### config.mk
export PLATFORM = sky130hd
export DESIGN_NAME = uart_tx_arbiter_flat
export DESIGN_NICKNAME = d
export VERILOG_FILES = /design/src/rtl/uart_tx_arbiter_if.sv /design/src/rtl/uart_tx_arbiter.sv /design/src/flat_wrapper.sv
export SDC_FILE = /design/constraint.sdc
export NUM_CORES = 1
export LEC_CHECK = 0
export CORE_AREA = 2 2 39 41
export CTS_BUF_LIST = sky130_fd_sc_hd__clkbuf_4
export DETAILED_ROUTE_END_ITERATION = 10
export DIE_AREA = 0 0 41 43
export PLACE_DENSITY = 0.73
export SYNTH_ARGS = -nofsm -noshare
export SYNTH_HDL_FRONTEND = slang
export SYNTH_SLANG_ARGS = --single-unit
### constraint.sdc
create_clock -name clk -period 3.48 [get_ports clk]
set_clock_uncertainty 0.2 [all_clocks]
set_input_delay 0.696 -clock clk [delete_from_list [all_inputs] [get_ports clk]]
set_output_delay 0.696 -clock clk [all_outputs]
set_load 0.05 [all_outputs]
### src/rtl/uart_tx_arbiter_if.sv
// Bundle between the byte-stream requesters, the UART TX arbiter and the TX serializer.
// Valid/ready rule: a byte moves on a cycle with valid && ready; valid, data and last stay stable until it moves.
interface uart_tx_arbiter_if #(
    parameter int NUM_REQ = 2
);
    logic [NUM_REQ-1:0]   req_valid;
    logic [NUM_REQ*8-1:0] req_data;
    logic [NUM_REQ-1:0]   req_last;
    logic [NUM_REQ-1:0]   req_ready;
    logic                 tx_valid;
    logic [7:0]           tx_data;
    logic                 tx_ready;
    logic [2:0]           grant_id;
    logic                 busy;
    logic                 timeout;
    logic                 arb_state;  // debug view of the arbiter FSM: 0 = IDLE, 1 = LOCKED

    modport master (
        output req_valid, req_data, req_last, tx_ready,
        input  req_ready, tx_valid, tx_data, grant_id, busy, timeout, arb_state
    );

    modport slave (
        input  req_valid, req_data, req_last, tx_ready,
        output req_ready, tx_valid, tx_data, grant_id, busy, timeout, arb_state
    );
endinterface

### src/rtl/uart_tx_arbiter.sv
// Round-robin, packet-locked arbiter sharing one UART TX serializer among NUM_REQ requesters.
// Optional stalled-grant revocation is built when UART_ARB_TIMEOUT_EN is defined.
module uart_tx_arbiter #(
    parameter int NUM_REQ = 2,
    parameter int TIMEOUT = 4096
) (
    input logic              clk,
    input logic              n_rst,
    uart_tx_arbiter_if.slave bus
);
    typedef enum logic {ST_IDLE = 1'b0, ST_LOCKED = 1'b1} state_e;

    state_e     state_q, state_d;
    logic [2:0] grant_q, grant_d;
    logic [2:0] rr_q, rr_d;
    logic       own_valid, own_last;
    logic [7:0] own_data;
    logic       xfer, expire;
    logic       hi_found, lo_found, pick_found;
    logic [2:0] hi_idx, lo_idx, pick_idx;

    always_comb begin
        own_valid = 1'b0;
        own_last  = 1'b0;
        own_data  = 8'h00;
        for (int i = 0; i < NUM_REQ; i++) begin
            if (grant_q == 3'(i)) begin
                own_valid = bus.req_valid[i];
                own_last  = bus.req_last[i];
                own_data  = bus.req_data[8*i +: 8];
            end
        end
    end

    // Round-robin pick: lowest requester at or above rr_q, else wrap to the lowest overall.
    always_comb begin
        hi_found = 1'b0;
        lo_found = 1'b0;
        hi_idx   = 3'd0;
        lo_idx   = 3'd0;
        for (int i = 0; i < NUM_REQ; i++) begin
            if (bus.req_valid[i] && !hi_found && (3'(i) >= rr_q)) begin
                hi_found = 1'b1;
                hi_idx   = 3'(i);
            end
            if (bus.req_valid[i] && !lo_found) begin
                lo_found = 1'b1;
                lo_idx   = 3'(i);
            end
        end
        pick_found = lo_found;
        pick_idx   = hi_found ? hi_idx : lo_idx;
    end

    assign xfer = (state_q == ST_LOCKED) && own_valid && bus.tx_ready;

`ifdef UART_ARB_TIMEOUT_EN
    localparam int CNT_W = ($clog2(TIMEOUT + 1) > 12) ? $clog2(TIMEOUT + 1) : 12;

    logic [CNT_W-1:0] cnt_q, cnt_d;

    // Counts only owner-silent cycles; a serializer stall keeps tx_valid high and freezes it.
    always_comb begin
        cnt_d  = cnt_q;
        expire = 1'b0;
        if (state_q != ST_LOCKED || xfer) begin
            cnt_d = '0;
        end else if (!own_valid) begin
            if (cnt_q == CNT_W'(TIMEOUT - 1)) begin
                expire = 1'b1;
                cnt_d  = '0;
            end else begin
                cnt_d = cnt_q + 1'b1;
            end
        end
    end

    always_ff @(posedge clk or negedge n_rst) begin
        if (!n_rst) cnt_q <= '0;
        else        cnt_q <= cnt_d;
    end
`else
    assign expire = 1'b0;

    // Revocation is absent in this build; TIMEOUT only sizes the optional counter.
    if (TIMEOUT < 2) begin : g_timeout_unused
    end
`endif

    always_ff @(posedge clk or negedge n_rst) begin
        if (!n_rst) begin
            state_q <= ST_IDLE;
            grant_q <= 3'd0;
            rr_q    <= 3'd0;
        end else begin
            state_q <= state_d;
            grant_q <= grant_d;
            rr_q    <= rr_d;
        end
    end

    always_comb begin
        state_d = state_q;
        grant_d = grant_q;
        rr_d    = rr_q;
        case (state_q)
            ST_IDLE: begin
                if (pick_found) begin
                    state_d = ST_LOCKED;
                    grant_d = pick_idx;
                end
            end
            ST_LOCKED: begin
                if ((xfer && own_last) || expire) begin
                    state_d = ST_IDLE;
                    rr_d    = (grant_q == 3'(NUM_REQ - 1)) ? 3'd0 : grant_q + 3'd1;
                end
            end
            default: state_d = ST_IDLE;
        endcase
    end

    always_comb begin
        bus.tx_valid  = (state_q == ST_LOCKED) && own_valid;
        bus.tx_data   = (state_q == ST_LOCKED) ? own_data : 8'h00;
        bus.req_ready = '0;
        for (int i = 0; i < NUM_REQ; i++) begin
            if ((state_q == ST_LOCKED) && (grant_q == 3'(i))) bus.req_ready[i] = bus.tx_ready;
        end
        bus.busy      = (state_q == ST_LOCKED);
        bus.grant_id  = grant_q;
        bus.timeout   = expire;
        bus.arb_state = state_q;
    end
endmodule

### src/flat_wrapper.sv
// flat-port wrapper written by rule: the top's interface ports become plain ports
module uart_tx_arbiter_flat 
#(
    parameter int NUM_REQ = 2,
    parameter int TIMEOUT = 4096
)
  (clk, n_rst, bus_req_valid, bus_req_data, bus_req_last, bus_tx_ready, bus_req_ready, bus_tx_valid, bus_tx_data, bus_grant_id, bus_busy, bus_timeout, bus_arb_state);
  uart_tx_arbiter_if #(.NUM_REQ(NUM_REQ)) bus_i ();
  input logic clk;
  input logic n_rst;
  input wire logic [$bits(bus_i.req_valid)-1:0] bus_req_valid;
  input wire logic [$bits(bus_i.req_data)-1:0] bus_req_data;
  input wire logic [$bits(bus_i.req_last)-1:0] bus_req_last;
  input wire logic [$bits(bus_i.tx_ready)-1:0] bus_tx_ready;
  output wire logic [$bits(bus_i.req_ready)-1:0] bus_req_ready;
  output wire logic [$bits(bus_i.tx_valid)-1:0] bus_tx_valid;
  output wire logic [$bits(bus_i.tx_data)-1:0] bus_tx_data;
  output wire logic [$bits(bus_i.grant_id)-1:0] bus_grant_id;
  output wire logic [$bits(bus_i.busy)-1:0] bus_busy;
  output wire logic [$bits(bus_i.timeout)-1:0] bus_timeout;
  output wire logic [$bits(bus_i.arb_state)-1:0] bus_arb_state;
  assign bus_i.req_valid = bus_req_valid;
  assign bus_i.req_data = bus_req_data;
  assign bus_i.req_last = bus_req_last;
  assign bus_i.tx_ready = bus_tx_ready;
  assign bus_req_ready = bus_i.req_ready;
  assign bus_tx_valid = bus_i.tx_valid;
  assign bus_tx_data = bus_i.tx_data;
  assign bus_grant_id = bus_i.grant_id;
  assign bus_busy = bus_i.busy;
  assign bus_timeout = bus_i.timeout;
  assign bus_arb_state = bus_i.arb_state;
  uart_tx_arbiter #(.NUM_REQ(NUM_REQ), .TIMEOUT(TIMEOUT)) u_core (.clk(clk), .n_rst(n_rst), .bus(bus_i));
endmodule
==> results of run 1 <==
-- logic make-up after synthesis --
| family | share of synthesized area |
|---|---|
| buf+inv | 0.155 |
| mux | 0.314 |
| simple gates | 0.194 |
| flops | 0.233 |
| compound gates | 0.0930 |
| other cells | 0.0116 |
-- registers in the layout (all words and copies together) (netlist names) --
signal / flops
u_core.rr_q: 1
u_core.bus.arb_state: 1
u_core.bus.grant_id: 1
-- metrics by stage --
| step | util | std cells |
|---|---|---|
| detailed placement | 0.478 | 87 |
| global placement | 0.478 | 87 |
| floorplan | - | 41 |
| CTS | 0.500 | 91 |
| global route | 0.500 | 91 |
| finish | 0.500 | 91 |
-- layer usage --
layer	global-route usage	part of all wire	up-vias
li1	-	-	202
met1	0.122	0.35	195
met2	0.241	0.54	23
met3	0.0262	0.085	2
met4	0.100	0.022	0
met5	0	0	-
-- synthesized netlist by cell type --
master   count  area [sq um]
a21oi_1      1          5.00
a31oi_1      4          25.0
and3_4       1          11.3
and3b_1      1          8.76
buf_2        1          5.00
buf_4        4          30.0
buf_6        1          11.3
conb_1       1          3.75
dfrtp_1      3          75.1
inv_1        1          3.75
mux2_1       1          11.3
mux2i_1      9          90.1
nand2_1      1          3.75
nor2_1       9          33.8
nor3_1       1          5.00
-- worst paths after layout --
kind / startpoint / depth (start not counted) / slack [ns] / to
max in group asynchronous: n_rst / 1 / 2.50 / u_core.bus.grant_id[0]
worst min register to register: u_core.rr_q[0] / 2 / 0.37 / u_core.bus.grant_id[0]
worst max-delay path: bus_tx_ready / 3 / 0.38 / bus_req_ready[0]
worst min-delay path: u_core.rr_q[0] / 2 / 0.37 / u_core.bus.grant_id[0]
min in group asynchronous: n_rst / 1 / 0.44 / u_core.rr_q[0]
worst max register to register: u_core.bus.grant_id[0] / 2 / 1.91 / u_core.bus.arb_state
-- cell type report --
cell class | instances | area [sq um] | area share
repair buffers | 36 | 358 | 0.517
well taps | 16 | 20.0 | 0.0289
multi-input cells | 31 | 205 | 0.297
inverters | 1 | 3.75 | 0.00542
clock buffers | 4 | 30.0 | 0.0434
flip-flops and latches | 3 | 75.1 | 0.108
-- where the power goes --
part	switching, uW	internal [uW]
clock network	19.0	50.8
registers	39.2	49.1
logic	280	170
total	338	270
-- worst register-to-register path, delay by kind of cell (launching register included) --
kind           cells  cell delay (ns)
AO/OA/AOI/OAI      1             0.19
flip-flops         1             0.70
multiplexers       1             0.39
==> run summary, run 1 <==
The flow ran to the end, and the final reports show no timing, DRC or antenna violations. The post-cts gate resize count came out at 0. The hold buffer count at cts is 0. The most numerous cell type found on the critical path is clkdlybuf4s50_1. The per-cell routed wire length is 11.1 microns. The leakage power total is 0.000311 uW.

The initial core utilization came out at 0.233. The total setup buffers inserted after CTS is 0. Setup repair after global routing left no endpoint under its margin.

The weighted congestion reported at the end of routability-driven placement came out at 0.579. For the worst setup path, the data required time is 2.58 ns. The antenna diode instance count came out at 0. The arrival time of data at the critical path endpoint is 2.20 ns. Setup violations remaining at the end of the flow were counted as 0. The number of antenna violations at the first check in global routing was 0. The final hold violation count was 0. Setup slack closes at 0.383 ns. The number of placement rows is 14. The min-delay analysis places its worst path in the category reg -> reg. The accumulated negative setup slack is 0 ns. The antenna violation net count after detailed routing is 0. Counting flops and latches in the post-synthesis netlist gives 3. The first global-routing pass estimated 1600 microns of wire. The number of port buffers is 36.

The warning count from the yosys run came out at 0. The total power came out at 608 uW. The number of top-level design ports is 40. The maximum fanout count along the critical path is 3. The total length of routed wires came out at 1010 microns. The post-route minimum period came out at 3.10 ns. The mean cell area of the mapped netlist came out at 8.28 sq um.

The number of filler instances in the final layout is 151. The power density normalized to cell area is 879 nW/um^2. The worst path buffer plus inverter count is 2. At the end of the flow, the number of nets in the layout was 99. The number of H-tree levels is 1.

After synthesis the cells add up to 323 sq um. The finished layout cell area is 692 sq um. The area after detailed placement is 662 sq um. The slew at the pin with the worst max-slew slack came out at 0.588 ns. The count of mapped cells out of synthesis is 39. Counting the buffers created by CTS gives 3. Final hold analysis gives a worst-case slack of 0.372 ns.

The worst setup timing slack at the placement stage is 0.383 ns. The class of the most critical setup path is in -> out. The floorplan step defined a die boundary enclosing 1760 sq um. The register clock-pin slew on the reported worst setup and hold paths came out at 0.04 ns.

The number of vias per cell after detailed routing is 4.64. Leaving out fill and tap cells, the most frequent cell in the layout is clkdlybuf4s50_1. The element type at the critical path start is a primary input. STA classifies the critical path endpoint as an output port. Across every metal layer, demand over resource in global routing totals 0.135. The global-route congestion overflow total is 0. The die outline height came out at 43 microns. The number of distinct standard cells referenced by the synthesized netlist came out at 15. The number of sinks driven by the clock tree came out at 3. The cell with the largest stage delay on the worst path is clkdlybuf4s50_1. The largest stage delay on the critical path is 0.80 ns.

In the layout the commonest cells are 35 x clkdlybuf4s50_1, 9 x mux2i_1, 9 x nor2_1, 4 x a31oi_1, 4 x clkbuf_4. The number of DRC violations after detailed-routing iteration 0 is 3. The number of pins exceeding their max-slew limit in the final report was 0. The area of the placeable core is 1380 sq um. The total iterations of the first detailed-routing run came out at 4. The clock tree from TritonCTS is built. The proportion of synthesized chip area in sequential cells came out at 0.233. The worst pin sits at a relative slew slack of 0.608. The buffer depth of the longest clock path came out at 2. The die extent in x is 41 microns. The upper clock frequency limit came out at 0.323 GHz. The worst supply voltage drop on vdd is 0.297 mV. The fraction of the cycle the final worst path needs is 0.890. The cell family contributing the most delay on the critical path is buffers and inverters. The master cell of the clock root buffer is clkbuf_4. The signed area change from the synthesized netlist to the final layout is 114%. The critical path goes through clkdlybuf4s50_1, and3b_1, clkdlybuf4s50_1. The via count of the first global-routing pass is 429. Entering global routing, the biggest net connects 15 pins. The via count of the routed design is 422. The count of max-cap constraint violations came out at 0. The share of layout cells above drive strength 1 is 0.0800. For this run, design rule violations remaining after detail routing come to 0. Clock latency on the worst-skew pair, taken at its later pin, is 0.24 ns.
(Power assumes the default switching activity.)
==> run 2: changes to the inputs <==
--- a/config.mk
+++ b/config.mk
@@ -6,7 +6,7 @@
 export NUM_CORES = 1
 export LEC_CHECK = 0
 export CORE_AREA = 2 2 39 41
-export CTS_BUF_LIST = sky130_fd_sc_hd__clkbuf_4
+export CTS_BUF_LIST = sky130_fd_sc_hd__clkbuf_2
 export DETAILED_ROUTE_END_ITERATION = 10
 export DIE_AREA = 0 0 41 43
 export PLACE_DENSITY = 0.73
==> run summary, run 2 (synthesis results as in run 1) <==
CTS placed an instance of clkbuf_2 at the clock tree root. The number of port buffers is 36 (unchanged). The per-cell routed wire length came to 11.1 microns (unchanged). The hold buffer count at cts is 0 (unchanged).

The worst path buffer plus inverter count came out at 2 (unchanged). The share of layout cells above drive strength 1 was 0.0800 (unchanged). The number of top-level design ports came out at 40 (unchanged). The die extent in x came out at 41 microns (unchanged).

The number of DRC violations after detailed-routing iteration 0 is 3 (unchanged). The number of pins exceeding their max-slew limit in the final report was 0 (unchanged). The critical path in this run is classified as in -> out.

The total routing usage reported by global routing came out at 0.135 (unchanged). The critical path data required time came out at 2.58 ns (about the same). The register clock-pin slew on the reported worst setup and hold paths is 0.05 ns (about the same). The power density normalized to cell area was 862 nW/um^2 (-1.9%). The kind of cell with the highest combined delay along the critical path is buffers and inverters. The global-route congestion overflow total is 0 (unchanged).

The total setup buffers inserted after CTS came to 0 (unchanged). The via count of the first global-routing pass came out at 429 (unchanged). The part of the power in registers is 0.150 (+0.005). The number of sinks driven by the clock tree is 3 (unchanged).

The final hold violation count is 0 (unchanged). The maximum number of pins on one net before global-route repair came out at 15 (unchanged). The worst supply voltage drop on vdd came out at 0.296 mV (about the same). The layout net count is 99 (unchanged).

The worst setup path is captured at an output port. The number of placement rows came out at 14 (unchanged). The antenna violation net count after detailed routing came out at 0 (unchanged).

The DRC violations left was 0 (unchanged). The total die area came out at 1760 sq um (unchanged). The cell internal power dissipation came out at 250 uW (-7.6%). The number of endpoints failing setup at the final stage is 0 (unchanged).

The total power is 588 uW (-3.3%). The fraction of the cycle the final worst path needs is 0.890 (unchanged). The slew at the pin with the worst max-slew slack is 0.588 ns (-0.0000694 ns). The net switching power of the design came out at 338 uW (about the same).

The arrival time of data at the critical path endpoint is 2.20 ns (about the same). The headroom to the max-slew limit is 0.608 (about the same). The proportion of power drawn by the clock network is 0.084 (-0.031). The count of max-cap constraint violations is 0 (unchanged). The area of the placeable core is 1380 sq um (unchanged).

The via count of the routed design came out at 422 (unchanged). STA classifies the critical path startpoint as a primary input. The accumulated negative setup slack was 0 ns (unchanged). The worst setup timing slack at the placement stage came out at 0.383 ns (unchanged).

The library cell used most frequently in the layout, excluding fill and tap cells, is clkdlybuf4s50_1. TritonCTS built the clock tree. The number of buffers added by the clock tree synthesis step was 3 (unchanged). The post-route minimum period came to 3.10 ns (unchanged). The maximum fanout count along the critical path is 3 (unchanged). The flow ran to the end, and the final reports show no timing, DRC or antenna violations.

The post-cts gate resize count came out at 0 (unchanged). The buffer depth of the longest clock path came out at 2 (unchanged). The weighted congestion reported at the end of routability-driven placement is 0.579 (unchanged).

Walking the worst path, the cells encountered are clkdlybuf4s50_1, and3b_1, clkdlybuf4s50_1. The total length of routed wires is 1010 microns (unchanged). The number of antenna violations at the first check in global routing is 0 (unchanged). The total iterations of the first detailed-routing run came out at 4 (unchanged).

The number of H-tree levels came out at 1 (unchanged). The antenna diode instance count is 0 (unchanged). The fraction of power consumed by combinational cells came out at 0.766 (+0.026).

The cell seen most often among critical-path stages is clkdlybuf4s50_1. The largest stage delay on the critical path was 0.80 ns (about the same). The initial core utilization came out at 0.233 (unchanged). The worst hold path belongs to the class reg -> reg. In the layout the commonest cells are 35 x clkdlybuf4s50_1, 9 x mux2i_1, 9 x nor2_1, 4 x a31oi_1, 4 x clkbuf_2. The switching power share of the total came out at 0.575 (+0.0196). The upper clock frequency limit came to 0.323 GHz (unchanged). For this design, the slowest cell found on the critical path is clkdlybuf4s50_1. Setup repair after global routing left no endpoint under its margin.

The number of vias per cell after detailed routing is 4.64 (unchanged). The clock latency at the later pin of the worst-skew pair is 0.21 ns (-0.03 ns). The worst-case setup margin in the final layout came to 0.383 ns (unchanged). The signed area change from the synthesized netlist to the final layout came out at 111%. The leakage power total is 0.000309 uW (-0.57%). The wire length of the first global-routing pass is 1600 microns (unchanged). The die outline height came out at 43 microns (unchanged).
-- run 2: cell counts in the layout (fill, tap and decap cells not counted) --
Identical to the previous run, type by type.
-- run 2: layout make-up --
class,instances,area (sq um)
clock buffers,4,20.0
fillers,155,702
inverters,1,3.75
multi-input cells,31,205
flip-flops and latches,3,75.1
well taps,16,20.0
repair buffers,36,358
-- run 2: path summary, 6_finish.rpt --
check | start | endpoint | slack (ns) | depth (start not counted)
worst min-delay path | u_core.rr_q[0] | u_core.bus.grant_id[0] | 0.38 | 2
min in group asynchronous | n_rst | u_core.rr_q[0] | 0.46 | 1
max in group asynchronous | n_rst | u_core.bus.grant_id[0] | 2.47 | 1
worst min register to register | u_core.rr_q[0] | u_core.bus.grant_id[0] | 0.38 | 2
worst max-delay path | bus_tx_ready | bus_req_ready[0] | 0.38 | 3
worst max register to register | u_core.bus.grant_id[0] | u_core.bus.arb_state | 1.91 | 2
-- run 2: power groups by stage --
| stage | registers [uW] | clock network (uW) | logic, uW |
|---|---|---|---|
| after global placement | 91.2 | 0 | 448 |
| after CTS | 89.2 | 51.4 | 453 |
| after floorplan | 94.1 | 0 | 314 |
| after global routing | 92.6 | 54.2 | 474 |
| after detailed placement | 89.6 | 0 | 452 |
| final | 88.3 | 49.5 | 450 |
-- run 2: worst min-delay path: cells and delay by family, from the launching register on --
| family | cells | cell delay [ns] |
|---|---|---|
| AO/OA/AOI/OAI | 1 | 0.08 |
| flip-flops | 1 | 0.38 |
| AND/OR/NAND/NOR | 1 | 0.07 |
-- run 2: routing by layer --
metal,vias up,track usage,wire [microns]
met5,-,0,0
met4,0,0.100,22
met3,2,0.0262,86
met2,23,0.241,550
met1,195,0.122,349
li1,202,-,-
-- run 2: stage by stage --
step,hold WS (ns),std cells,instance area (sq um),utilization
after floorplan,0.200,41,330,-
after global placement,0.356,87,662,0.478
after detailed placement,0.355,87,662,0.478
after CTS,0.371,91,682,0.493
after global routing,0.391,91,682,0.493
final,0.377,91,682,0.493
==> variant (config.mk and constraints of run 1) <==
`NUM_REQ` is set to 2 in 3 places; all go to 1.
--- a/src/rtl/uart_tx_arbiter_if.sv
+++ b/src/rtl/uart_tx_arbiter_if.sv
@@ -1,7 +1,7 @@
 // Bundle between the byte-stream requesters, the UART TX arbiter and the TX serializer.
 // Valid/ready rule: a byte moves on a cycle with valid && ready; valid, data and last stay stable until it moves.
 interface uart_tx_arbiter_if #(
-    parameter int NUM_REQ = 2
+    parameter int NUM_REQ = 1
 );
     logic [NUM_REQ-1:0]   req_valid;
     logic [NUM_REQ*8-1:0] req_data;
--- a/src/rtl/uart_tx_arbiter.sv
+++ b/src/rtl/uart_tx_arbiter.sv
@@ -1,7 +1,7 @@
 // Round-robin, packet-locked arbiter sharing one UART TX serializer among NUM_REQ requesters.
 // Optional stalled-grant revocation is built when UART_ARB_TIMEOUT_EN is defined.
 module uart_tx_arbiter #(
-    parameter int NUM_REQ = 2,
+    parameter int NUM_REQ = 1,
     parameter int TIMEOUT = 4096
 ) (
     input logic              clk,
--- a/src/flat_wrapper.sv
+++ b/src/flat_wrapper.sv
@@ -1,7 +1,7 @@
 // flat-port wrapper written by rule: the top's interface ports become plain ports
 module uart_tx_arbiter_flat 
 #(
-    parameter int NUM_REQ = 2,
+    parameter int NUM_REQ = 1,
     parameter int TIMEOUT = 4096
 )
   (clk, n_rst, bus_req_valid, bus_req_data, bus_req_last, bus_tx_ready, bus_req_ready, bus_tx_valid, bus_tx_data, bus_grant_id, bus_busy, bus_timeout, bus_arb_state);
Ports: changed (resized bus_req_data, bus_req_last, bus_req_ready and bus_req_valid); port bits go from 40 to 29. The function was not compared with the original's and may differ.
==> variant against run 1 <==
Area after synthesis fell by 52%. Final area fell by 45%. Sequential cell count fell by 2. Routed wire length fell by 53%. Total power fell by 81%. Setup slack improved by 0.071 ns.
==> variant: results (changes against run 1) <==
Primary FF master, synth - dfrtp_1
Post-synth top cells - and2_1 (9), buf_4 (6)
crit-path max FO - 2 (-1)
yosys warns - 0 (unchanged)
first-pass GRT wire length - 607 µm (-62%)
reg2reg path depth - 2 (unchanged)
Clock transition at path regs - 0 ns (-0.04 ns)
crit path time final - 3.03 ns (-0.0710 ns)
initial antenna violation count - 0 (unchanged)
Antenna Cells - 0 (unchanged)
number of flip-flops in the largest register - 1
Detailed Route Iter0 Violations - 0 (-3)
All-Layer GR Usage - 4.70% (-8.8 points)
flop2flop setup slack - 2.37 ns (+0.46 ns)
Hold Crit Depth - 2 (unchanged)
library cells used by synthesis - 7 (-8)
First-pass DRT Iterations - 1 (-3)
vias in the first global route - 148 (-66%)
top post-synthesis cells by area - and2_1 (36%), buf_4 (29%), dfrtp_1 (16%)
status - completed
Pleak - 0.000146 µW (-53%)
via count - 196 (-54%)
sequential share of the synthesized area - 16.1% (-7.1 points)
Arrival @ worst endpoint - 2.13 ns (-0.07 ns)
layout cell share with drive strength beyond 1 - 4.88% (-3.1 points)
post-cts resize count - 0 (unchanged)
Setup Buffers After CTS - 0 (unchanged)
Worst Hold Class - reg2reg
nets@finish - 56 (-43%)
Post-Route WL - 472 µm (-53%)
insertion delay to the later sink of the worst-skew pair - 0 ns (-0.24 ns)
async set or reset register ratio after synthesis - 100% (unchanged)
Port Buffer Count - 24 (-33%)
GPL Wtd Cong - 0.590 (+1.9%)
Rel. slew slack - 65.9% (+5.1 points)
VDD IR max - 0.0000908 V (-69%)
post-placement cell area - 382 µm² (-42%)
largest net degree at the start of global routing - 14 (-1)
Fill cells - 147 (-2.6%)
==> variant: cell count changes after synthesis, sizes merged <==
cell   delta
inv       -1
and3      -1
nor3      -1
a31oi     -3
mux2i     -9
nor2      -8
mux2      -1
and2     +10
and3b     -1
a21oi     -1
dfrtp     -2
nand2     -1
==> variant: kinds of logic (layout without fill, tap and decap cells) <==
family / Yosys count / after routing / share of synthesized area (%)
DFF: 1 / 1 / 16.1
AOI/OAI and AO/OA: 1 / 1 / 8.06
buffers and inverters: 6 / 24 / 29.0
other: 1 / 4 / 2.42
and+or+nand+nor: 11 / 11 / 44.4
==> variant: power by group <==
group          internal (µW)  switching [µW]
Combinational           36.7            60.9
Sequential              12.8            2.46
Clock                      0               0
==> variant: routing by layer <==
layer  GRT usage (%)  wire [µm]  up-vias
met4               0          0        0
met2            10.0        223       26
li1                -          -       93
met5               0          0        -
met3               0        125        0
met1            4.78        123       77
==> variant: through the flow <==
stage                     utilization (%)  hold slack (ns)  setup WS, ns  cells  power (µW)
after floorplan                         -            0.200          1.30     23        82.1
after global placement               27.6            0.545         0.473     57         113
after detailed placement             27.6            0.565         0.451     57         113
after CTS                            27.6            0.567         0.445     57         114
after global routing                 27.6            0.617         0.401     57         118
final                                27.6            0.534         0.454     57         113
==> variant: final timing paths <==
kind | to | start
max in group asynchronous | u_core.bus.arb_state$_DFF_PN0_ | n_rst
setup / recovery | bus_tx_valid | bus_req_valid
hold / removal | u_core.bus.arb_state$_DFF_PN0_ | u_core.bus.arb_state$_DFF_PN0_
min in group asynchronous | u_core.bus.arb_state$_DFF_PN0_ | n_rst
hold reg to reg | u_core.bus.arb_state$_DFF_PN0_ | u_core.bus.arb_state$_DFF_PN0_
setup reg to reg | u_core.bus.arb_state$_DFF_PN0_ | u_core.bus.arb_state$_DFF_PN0_
==> variant: final cells by class <==
| type | count | area (µm²) | share of cell area (%) |
|---|---|---|---|
| repair buffers | 24 | 240 | 63.0 |
| well taps | 16 | 20.0 | 5.25 |
| multi-input cells | 16 | 96.3 | 25.2 |
| flip-flops and latches | 1 | 25.0 | 6.56 |
==> variant: critical path, stage by stage <==
cell and delay, ns:
clkdlybuf4s50_1 0.48, and2_4 0.16, clkdlybuf4s50_1 0.79
